--- src/rtl/retro_catc_scheduler.sv ---
`default_nettype none
// +----------------------------------------------------------------------------+
// | Module   : retro_catc_scheduler                                            |
// | Purpose  : Withholds core clock-enables while a stage stalls, then repays  |
// |            the owed ticks as spaced catch-up enables.                      |
// | Revision : 1.0  initial release                                            |
// +----------------------------------------------------------------------------+
module retro_catc_scheduler #(
  parameter int DEBT_WIDTH = 8,
  parameter int GAP        = 1
) (
  input  logic                  Clk,
  input  logic                  Reset,
  input  logic                  ClkEn,
  input  logic                  Delay,
  output logic                  ClkEnOut,
  output logic [DEBT_WIDTH-1:0] Debt,
  output logic                  Lagging,
  output logic                  Overflow
);

  localparam int c_space_w = (GAP < 1) ? 1 : $clog2(GAP + 1);
  localparam logic [DEBT_WIDTH:0]  c_debt_max = {1'b0, {DEBT_WIDTH{1'b1}}};
  localparam logic [c_space_w-1:0] c_gap      = c_space_w'(GAP);
  localparam logic [c_space_w-1:0] c_one      = c_space_w'(1);

  logic                  r_clkenout;
  logic [DEBT_WIDTH-1:0] r_debt;
  logic                  r_lagging;
  logic                  r_overflow;
  logic [c_space_w-1:0]  r_space;

  logic [DEBT_WIDTH:0]   w_pending;
  logic [DEBT_WIDTH:0]   w_remain;
  logic                  w_issue;
  logic                  w_sat;
  logic [DEBT_WIDTH-1:0] w_next_debt;
  logic [c_space_w-1:0]  w_next_space;

  // Pending is one bit wider so a tick arriving at saturated debt is visible.
  always_comb begin
    w_pending    = {1'b0, r_debt} + {{DEBT_WIDTH{1'b0}}, ClkEn};
    w_issue      = !Delay && (w_pending != '0) && (r_space == '0);
    w_remain     = w_pending - {{DEBT_WIDTH{1'b0}}, w_issue};
    w_sat        = (w_remain > c_debt_max);
    w_next_debt  = w_sat ? c_debt_max[DEBT_WIDTH-1:0] : w_remain[DEBT_WIDTH-1:0];
    w_next_space = r_space;
    if (w_issue) begin
      w_next_space = c_gap;
    end else if (r_space != '0) begin
      w_next_space = r_space - c_one;
    end
  end

  always_ff @(posedge Clk) begin
    if (!Reset) begin
      r_clkenout <= 1'b0;
      r_debt     <= '0;
      r_lagging  <= 1'b0;
      r_overflow <= 1'b0;
      r_space    <= '0;
    end else begin
      r_clkenout <= w_issue;
      r_debt     <= w_next_debt;
      r_lagging  <= (w_next_debt != '0);
      r_space    <= w_next_space;
      if (w_sat) begin
        r_overflow <= 1'b1;
      end
    end
  end

  assign ClkEnOut = r_clkenout;
  assign Debt     = r_debt;
  assign Lagging  = r_lagging;
  assign Overflow = r_overflow;

endmodule
`default_nettype wire

--- config.mk ---
export PLATFORM = sky130hd
export DESIGN_NAME = retro_catc_scheduler
export DESIGN_NICKNAME = d
export VERILOG_FILES = /design/src/rtl/retro_catc_scheduler.sv
export SDC_FILE = /design/constraint.sdc
export NUM_CORES = 1
export LEC_CHECK = 0
export CAP_MARGIN = 10
export CORE_MARGIN = 3
export CORE_UTILIZATION = 46
export DETAILED_ROUTE_END_ITERATION = 10
export PLACE_DENSITY_LB_ADDON = 0.08
export SLEW_MARGIN = 30
export SYNTH_ARGS = -nofsm -noshare
export SYNTH_HDL_FRONTEND = slang
export SYNTH_SLANG_ARGS = --single-unit
--- constraint.sdc ---
create_clock -name Clk -period 4 [get_ports Clk]
set_input_delay 0.6 -clock Clk [delete_from_list [all_inputs] [get_ports Clk]]
set_output_delay 0.6 -clock Clk [all_outputs]
set_load 0.03 [all_outputs]
==> results.txt, run 1 <==
Core Area: 1764 sq um
Pre-antenna DRT Iters: 4
Hold EP: Overflow$_SDFFE_PN0P_
Detailed Route Iter0 Violations: 25
fin crit share: 96.00%
Warnings, synthesis: 0
CP Data Required Time: 4.16 ns
number of global-route vias before repair: 971
top_reg_cell synth: dfxtp_1
GRT Util Overall: 22.68%
total power: 1.105 mW
most frequent cells in the layout: buf_4, clkdlybuf4s50_1, dfxtp_1
PortBufs: 14
TritonCTS clock tree: done
Vias: 921
num ports: 15
crit-path max FO: 5
mean routed wirelength per cell: 14.90 um
Final Max Slew Viols: 0
Worst EP arrival: 4.00 ns
Mapped Area: 884.6 sq um
die extent in y: 49.85 um
Final Util: 74.75%
VDD IR max: 0.4941 mV
fmax: 260.4 MHz
H-tree levels: 1
post-synthesis async set-or-reset flop share: 0%
Layout Skew: 0.001542 ns
status: finished, final reports clean
Least-Margin Pin Slew: 0.4878 ns
Post-DRT Antenna Nets: 0
CTS Buf Count: 3
Starting Density: 50.14%
pwr dens: 838.0 nW/um^2
global-route wire length before repair: 4271 um
startpoint types: primary input
Crit Reg-Reg Startpoint: Debt[3]$_SDFF_PN0_
largest net degree at the start of global routing: 12
max cap viols: 0
clk_lat worst skew: 0.27 ns
post-synthesis cell type count: 40
Reg2Reg Depth: 14
Synth Instances: 104
Fin Hold WS: 0.4633 ns
HP Class: reg2reg
Area growth syn-to-layout: 49.08%
Final Net Count: 147
Critical R2R Capture: Lagging$_SDFF_PN0_
Worst slew margin: 67.43%
Syn Area/Cell: 8.506 sq um
Setup CP Type: in2reg
final instance area: 1319 sq um
commonest non-fill, non-tap cell in the layout: buf_4
leakage power: 0.5357 nW
RSZ-0062 raised after global routing: no
hold_sp: Overflow$_SDFFE_PN0P_
final worst path period need: 3.840 ns
CTS Buffer Depth: 2
CP Capture Type: flip-flop
row cnt: 15
register area share after synthesis: 24.89%
grt total ovfl: 0
register bit total from synthesis: 11
gp weighted congestion: 0.8769
antenna violations before repair: 0
R2R setup slack: 0.31 ns
final hold violation count: 0
placed cell area: 1157 sq um
layout cells sized above 1: 34.78%
dpl hpwl: 1650 um
EDFF count, synth: 0
CTS root buf: clkbuf_4
clk slew on worst S/H paths: 0.07 ns
total die area: 2485 sq um
vias per inst: 5.650
final setup vio count: 0
total routed wirelength: 2428 um
clk sinks: 11
antenna fix cells: 0
hold depth: 1
fill cell count: 140
Die X: 49.85 um
Synth Net Count: 112
Residual DRC: 0
worst max-delay path: stages:
cell and delay [ns]:
dlygate4sd2_1 0.26, ha_4 0.18, ha_4 0.15, and2_4 0.14, buf_6 0.12, a41oi_2 0.16
or3_4 0.17, nor4_4 0.04, nor3_2 0.15, ha_2 0.27, nand2b_4 0.07, or3_4 0.38
o21a_1 0.20, o2111ai_2 0.20, o221ai_2 0.14, or4_1 0.52, o31a_1 0.25
repair_timing:
item / in CTS / in global routing
endpoints found under the setup margin: 3 / 1
gates resized for setup: 20 / 2
hold buffers: 0 / 0
gates cloned: 0 / 0
pin swaps: 9 / 9
setup buffers: 4 / 0
report_power, final:
part / switching, mW / internal (mW)
Sequential: 0.0508 / 0.153
Clock: 0.0367 / 0.0386
Combinational: 0.408 / 0.418
Total: 0.496 / 0.609
area by class of cell:
class / count / area, sq um / share of cell area (%)
multi-input cells: 79 / 695.7 / 52.75
repair buffers: 38 / 322.8 / 24.48
flip-flops and latches: 11 / 220.2 / 16.70
well taps: 25 / 31.28 / 2.372
clock buffers: 4 / 26.28 / 1.992
inverters: 6 / 22.52 / 1.708
Yosys cell counts (2+ instances only):
| master | number | share of area (%) |
|---|---|---|
| buf_6 | 3 | 3.8 |
| mux2i_1 | 2 | 2.3 |
| a31oi_1 | 2 | 1.4 |
| nand2_1 | 4 | 1.7 |
| buf_2 | 3 | 1.7 |
| nor3_1 | 5 | 2.8 |
| nand4_1 | 3 | 2.1 |
| or3_1 | 3 | 2.1 |
| clkbuf_1 | 2 | 0.85 |
| a21oi_1 | 4 | 2.3 |
| nor2_1 | 4 | 1.7 |
| xor2_1 | 7 | 6.9 |
| inv_1 | 6 | 2.5 |
| ha_1 | 4 | 5.7 |
| nand3_1 | 4 | 2.3 |
| o21a_1 | 9 | 7.6 |
| and3_1 | 2 | 1.4 |
| dfxtp_1 | 11 | 25 |
| xnor2_1 | 5 | 5.0 |
worst max-delay path by stage:
stage	cells past startpoint	from	to
finish	17	ClkEn	Lagging$_SDFF_PN0_
global route	16	ClkEn	Lagging$_SDFF_PN0_
CTS	16	ClkEn	Lagging$_SDFF_PN0_
detailed placement	18	ClkEn	Lagging$_SDFF_PN0_
global placement	18	ClkEn	Lagging$_SDFF_PN0_
floorplan	17	ClkEn	Lagging$_SDFF_PN0_
cell families after synthesis:
logic type	after synthesis	share of synthesized area (%)
flip-flops	11	24.89
multiplexers	2	2.263
buffers and inverters	14	8.910
XOR/XNOR	12	11.88
adder cells (fa/ha/maj)	4	5.658
AO/OA/AOI/OAI	26	23.06
AND/OR/NAND/NOR	35	23.34
metal layers:
metal	routed length (um)	track usage [%]	up-vias	share of wire, %
met5	0	0	-	0
met3	54	2.115	7	2.2
met2	1248	39.21	17	51
met1	1070	26.89	453	44
li1	-	-	444	-
met4	55	13.36	0	2.3
sequential cells by signal, indices dropped and copies added (netlist names):
signal,flops
ClkEnOut,1
Overflow,1
Lagging,1
Debt,8
metrics by stage:
| step | TNS, ns | worst slack (ns) | std cells |
|---|---|---|---|
| after floorplan | 0 | 0.05573 | 104 |
| after CTS | 0 | 0.1365 | 164 |
| after global routing | 0 | 0.02292 | 163 |
| final | 0 | 0.1601 | 163 |
| after detailed placement | -2.434 | -0.5001 | 156 |
| after global placement | -1.845 | -0.4526 | 156 |
No activity file was read; power rests on OpenSTA's default activity.
==> inputs of run 2 (changes only) <==
--- a/config.mk
+++ b/config.mk
@@ -5,9 +5,11 @@
 export SDC_FILE = /design/constraint.sdc
 export NUM_CORES = 1
 export LEC_CHECK = 0
+export ABC_AREA = 1
 export CAP_MARGIN = 10
-export CORE_MARGIN = 3
+export CORE_MARGIN = 2
 export CORE_UTILIZATION = 46
+export CTS_BUF_LIST = sky130_fd_sc_hd__clkbuf_16
 export DETAILED_ROUTE_END_ITERATION = 10
 export PLACE_DENSITY_LB_ADDON = 0.08
 export SLEW_MARGIN = 30
==> run 2 against run 1 <==
  * Utilization shrank 11 points
  * Synthesized cell count grew 32%
  * Wire length shrank 24%
  * Maximum frequency grew 10%
  * First-iteration DRC count shrank 48%
  * Synthesized area shrank 0.71%
  * Sequential power shrank 13%
  * Worst setup slack gained 0.36 ns
  * Clock skew is essentially flat
  * Global-route usage shrank 2.9 points
  * Register-to-register slack gained 0.68 ns
  * Power shrank 25%
  * Highest routed layer unchanged
==> results.txt, run 2 <==
status: finished, final reports clean (unchanged)
crit-path max FO: 7 (was 5)
most frequent cells in the layout: nand2_1, inv_1, clkdlybuf4s50_1 (was buf_4, clkdlybuf4s50_1, dfxtp_1)
register bit total from synthesis: 11 (unchanged)
antenna violations before repair: 0 (unchanged)
Setup CP Type: in2reg (unchanged)
top cells by count, synth: nand2_1, inv_1, dfxtp_1, nor2_1, nand3_1 (was dfxtp_1, o21a_1, xor2_1)
slowest cell delay on critical path: 0.46 ns (was 0.52 ns)
area share of the largest cell type after synthesis: 25.07% (was 24.89%)
fmax: 287.5 MHz (was 260.4 MHz)
max cap viols: 0 (unchanged)
pwr dens: 734.7 nW/um^2 (was 838.0 nW/um^2)
commonest non-fill, non-tap cell in the layout: nand2_1 (was buf_4)
largest net degree at the start of global routing: 10 (was 12)
Syn Area/Cell: 6.411 sq um (was 8.506 sq um)
Final Util: 63.97% (was 74.75%)
CTS Buf Count: 3 (unchanged)
total die area: 2275 sq um (was 2485 sq um)
register area share after synthesis: 25.07% (was 24.89%)
Warnings, synthesis: 0 (unchanged)
Least-Margin Pin Slew: 0.4596 ns (was 0.4878 ns)
Setup TNS: 0 ns (unchanged)
Die X: 47.70 um (was 49.85 um)
Layout Skew: 0.001337 ns (was 0.001542 ns)
Worst EP arrival: 3.61 ns (was 4.00 ns)
HP Class: reg2reg (unchanged)
CP max-delay cell: clkdlybuf4s50_1 (was or4_1)
Post-Layout Cell Count: 180 (was 163)
count leader, synth: nand2_1 (was dfxtp_1)
final setup vio count: 0 (unchanged)
Post-DRT Antenna Nets: 0 (unchanged)
layout cells sized above 1: 13.55% (was 34.78%)
vias per inst: 4.678 (was 5.650)
Synth Instances: 137 (was 104)
Final Max Slew Viols: 0 (unchanged)
startpoint types: primary input (unchanged)
grt total ovfl: 0 (unchanged)
CTS root buf: clkbuf_16 (was clkbuf_4)
Cells after DPL: 176 (was 156)
VDD IR max: 0.5358 mV (was 0.4941 mV)
leakage power: 0.5720 nW (was 0.5357 nW)
Top Family by Delay on Critical Path: simple AND/OR/NAND/NOR gates (unchanged)
Synth area leader: dfxtp_1 (unchanged)
Mapped Area: 878.3 sq um (was 884.6 sq um)
PnR worst setup slack: 0.5216 ns (was 0.1601 ns)
post-CTS setup buffer count: 0 (was 4)
RSZ-0062 raised after global routing: no (unchanged)
CP dominant cell by count: ha_1
row cnt: 15 (unchanged)
cts hold-fix bufs: 0 (unchanged)
CP Data Required Time: 4.13 ns (was 4.16 ns)
Worst slew margin: 69.34% (was 67.43%)
Buf+Inv Stages, Crit Path: 4 (was 2)
Synth Net Count: 145 (was 112)
dpl hpwl: 1517 um (was 1650 um)
Detailed Route Iter0 Violations: 13 (was 25)
Cell Chain, Critical Path: clkdlybuf4s50_1, ha_1, ha_1, nand3_2, xor2_2, nor2_8, nand4_1, nand3_1, inv_1, ha_1, ha_1, nand2_1, nor2_4, nand3_2, nand2_2, nand2_4, inv_4, nand2_1, nand2_1, inv_1 (was dlygate4sd2_1, ha_4, ha_4, and2_4, buf_6, a41oi_2, or3_4, nor4_4, nor3_2, ha_2, nand2b_4, or3_4, o21a_1, o2111ai_2, o221ai_2, or4_1, o31a_1)
GRT Util Overall: 19.75% (was 22.68%)
PortBufs: 14 (unchanged)
post-synthesis async set-or-reset flop share: 0% (unchanged)
pre-CTS setup slack: 0.2670 ns (was -0.5001 ns)
CP Capture Type: flip-flop (unchanged)
top_reg_cell synth: dfxtp_1 (unchanged)
fin crit share: 86.96% (was 96.00%)
global-route wire length before repair: 3042 um (was 4271 um)
gp weighted congestion: 0.7786 (was 0.8769)
Vias: 842 (was 921)
num ports: 15 (unchanged)
TritonCTS clock tree: done (unchanged)
EDFF count, synth: 0 (unchanged)
Area growth syn-to-layout: 28.49% (was 49.08%)
Pre-antenna DRT Iters: 4 (unchanged)
die extent in y: 47.70 um (was 49.85 um)
clk sinks: 11 (unchanged)
mean routed wirelength per cell: 10.19 um (was 14.90 um)
CTS Buffer Depth: 2 (unchanged)
Starting Density: 49.79% (was 50.14%)
total routed wirelength: 1834 um (was 2428 um)
final hold violation count: 0 (unchanged)
Core Area: 1764 sq um (unchanged)
post-CTS sizing: 0 (was 20)
max reg flops: 8 (unchanged)
Residual DRC: 0 (unchanged)
Synth area leaders: dfxtp_1, nand2_1, inv_1 (was dfxtp_1, o21a_1, xor2_1)
antenna fix cells: 0 (unchanged)
post-synthesis cell type count: 23 (was 40)
number of global-route vias before repair: 729 (was 971)
clk_lat worst skew: 0.24 ns (was 0.27 ns)
H-tree levels: 1 (unchanged)
final worst path period need: 3.478 ns (was 3.840 ns)
R2R setup slack: 0.99 ns (was 0.31 ns)
clk slew on worst S/H paths: 0.04 ns (was 0.07 ns)
Final Net Count: 164 (was 147)
## run 2: cell types whose count changed in the layout (fill, tap and decap cells not counted), moves of 9 or more
cell / delta
nand2_1: +37
inv_1: +26
buf_4: -23
o21a_1: -9
## run 2: final cells by class
type                       instances  area (sq um)
clock inverter                     1         3.754
fill                             170         635.6
inverter                          32         122.6
clock buffer                       3         75.07
multi-input combinational         94         535.5
timing repair buffer              14         140.1
tap                               25         31.28
sequential                        11         220.2
## run 2: power by group
part | internal [mW] | total, mW | switching [mW]
sequential | 0.147 | 0.177 | 0.0301
clock | 0.131 | 0.183 | 0.0515
combinational | 0.179 | 0.469 | 0.291
total | 0.457 | 0.829 | 0.372
## run 2: worst reg2reg max path, stage by stage, from the launching register on
cell and delay [ns]:
dfxtp_1 0.34, ha_1 0.20, ha_1 0.23, nand3_2 0.14, xor2_2 0.42, nor2_8 0.09
nand4_1 0.11, nand3_1 0.10, inv_1 0.08, ha_1 0.17, ha_1 0.17, nand2_1 0.12
nor2_4 0.21, nand3_2 0.10, nand2_2 0.09, nand2_4 0.09, inv_4 0.08, nand2_1 0.05
nand2_1 0.05, inv_1 0.06
## run 2: kinds of logic after synthesis
kind of cell    after synthesis  synth area share, %
simple gates                 79                46.58
buf+inv                      32                13.96
flops                        11                25.07
compound gates               10                6.837
fa+ha+maj                     4                5.698
xor+xnor                      1                1.852
## run 2: worst paths after layout
path                         startpoint                     to  cells past startpoint
setup / recovery                  ClkEn     Debt[3]$_SDFF_PN0_                     20
hold / removal    Overflow$_SDFFE_PN0P_  Overflow$_SDFFE_PN0P_                      2
setup reg to reg     Debt[0]$_SDFF_PN0_     Debt[3]$_SDFF_PN0_                     19
hold reg to reg   Overflow$_SDFFE_PN0P_  Overflow$_SDFFE_PN0P_                      2
## run 2: metal layers
layer  track usage [%]  vias up  wire, um
met5                 0        -         0
met4             8.108        0        28
met3             4.906        5        78
met2             33.07       23       917
met1             24.08      361       809
li1                  -      453         -
## run 2: through the flow
| step | hold slack [ns] | area, sq um | power [mW] |
|---|---|---|---|
| 2_1_floorplan | 0.6271 | 878.3 | 0.5214 |
| 3_3_place_gp | 0.4421 | 1050 | 0.6373 |
| 3_5_place_dp | 0.4672 | 1050 | 0.6469 |
| 4_1_cts | 0.4845 | 1129 | 0.8363 |
| 5_1_grt | 0.5061 | 1129 | 0.8912 |
| 6_report | 0.4757 | 1129 | 0.8291 |
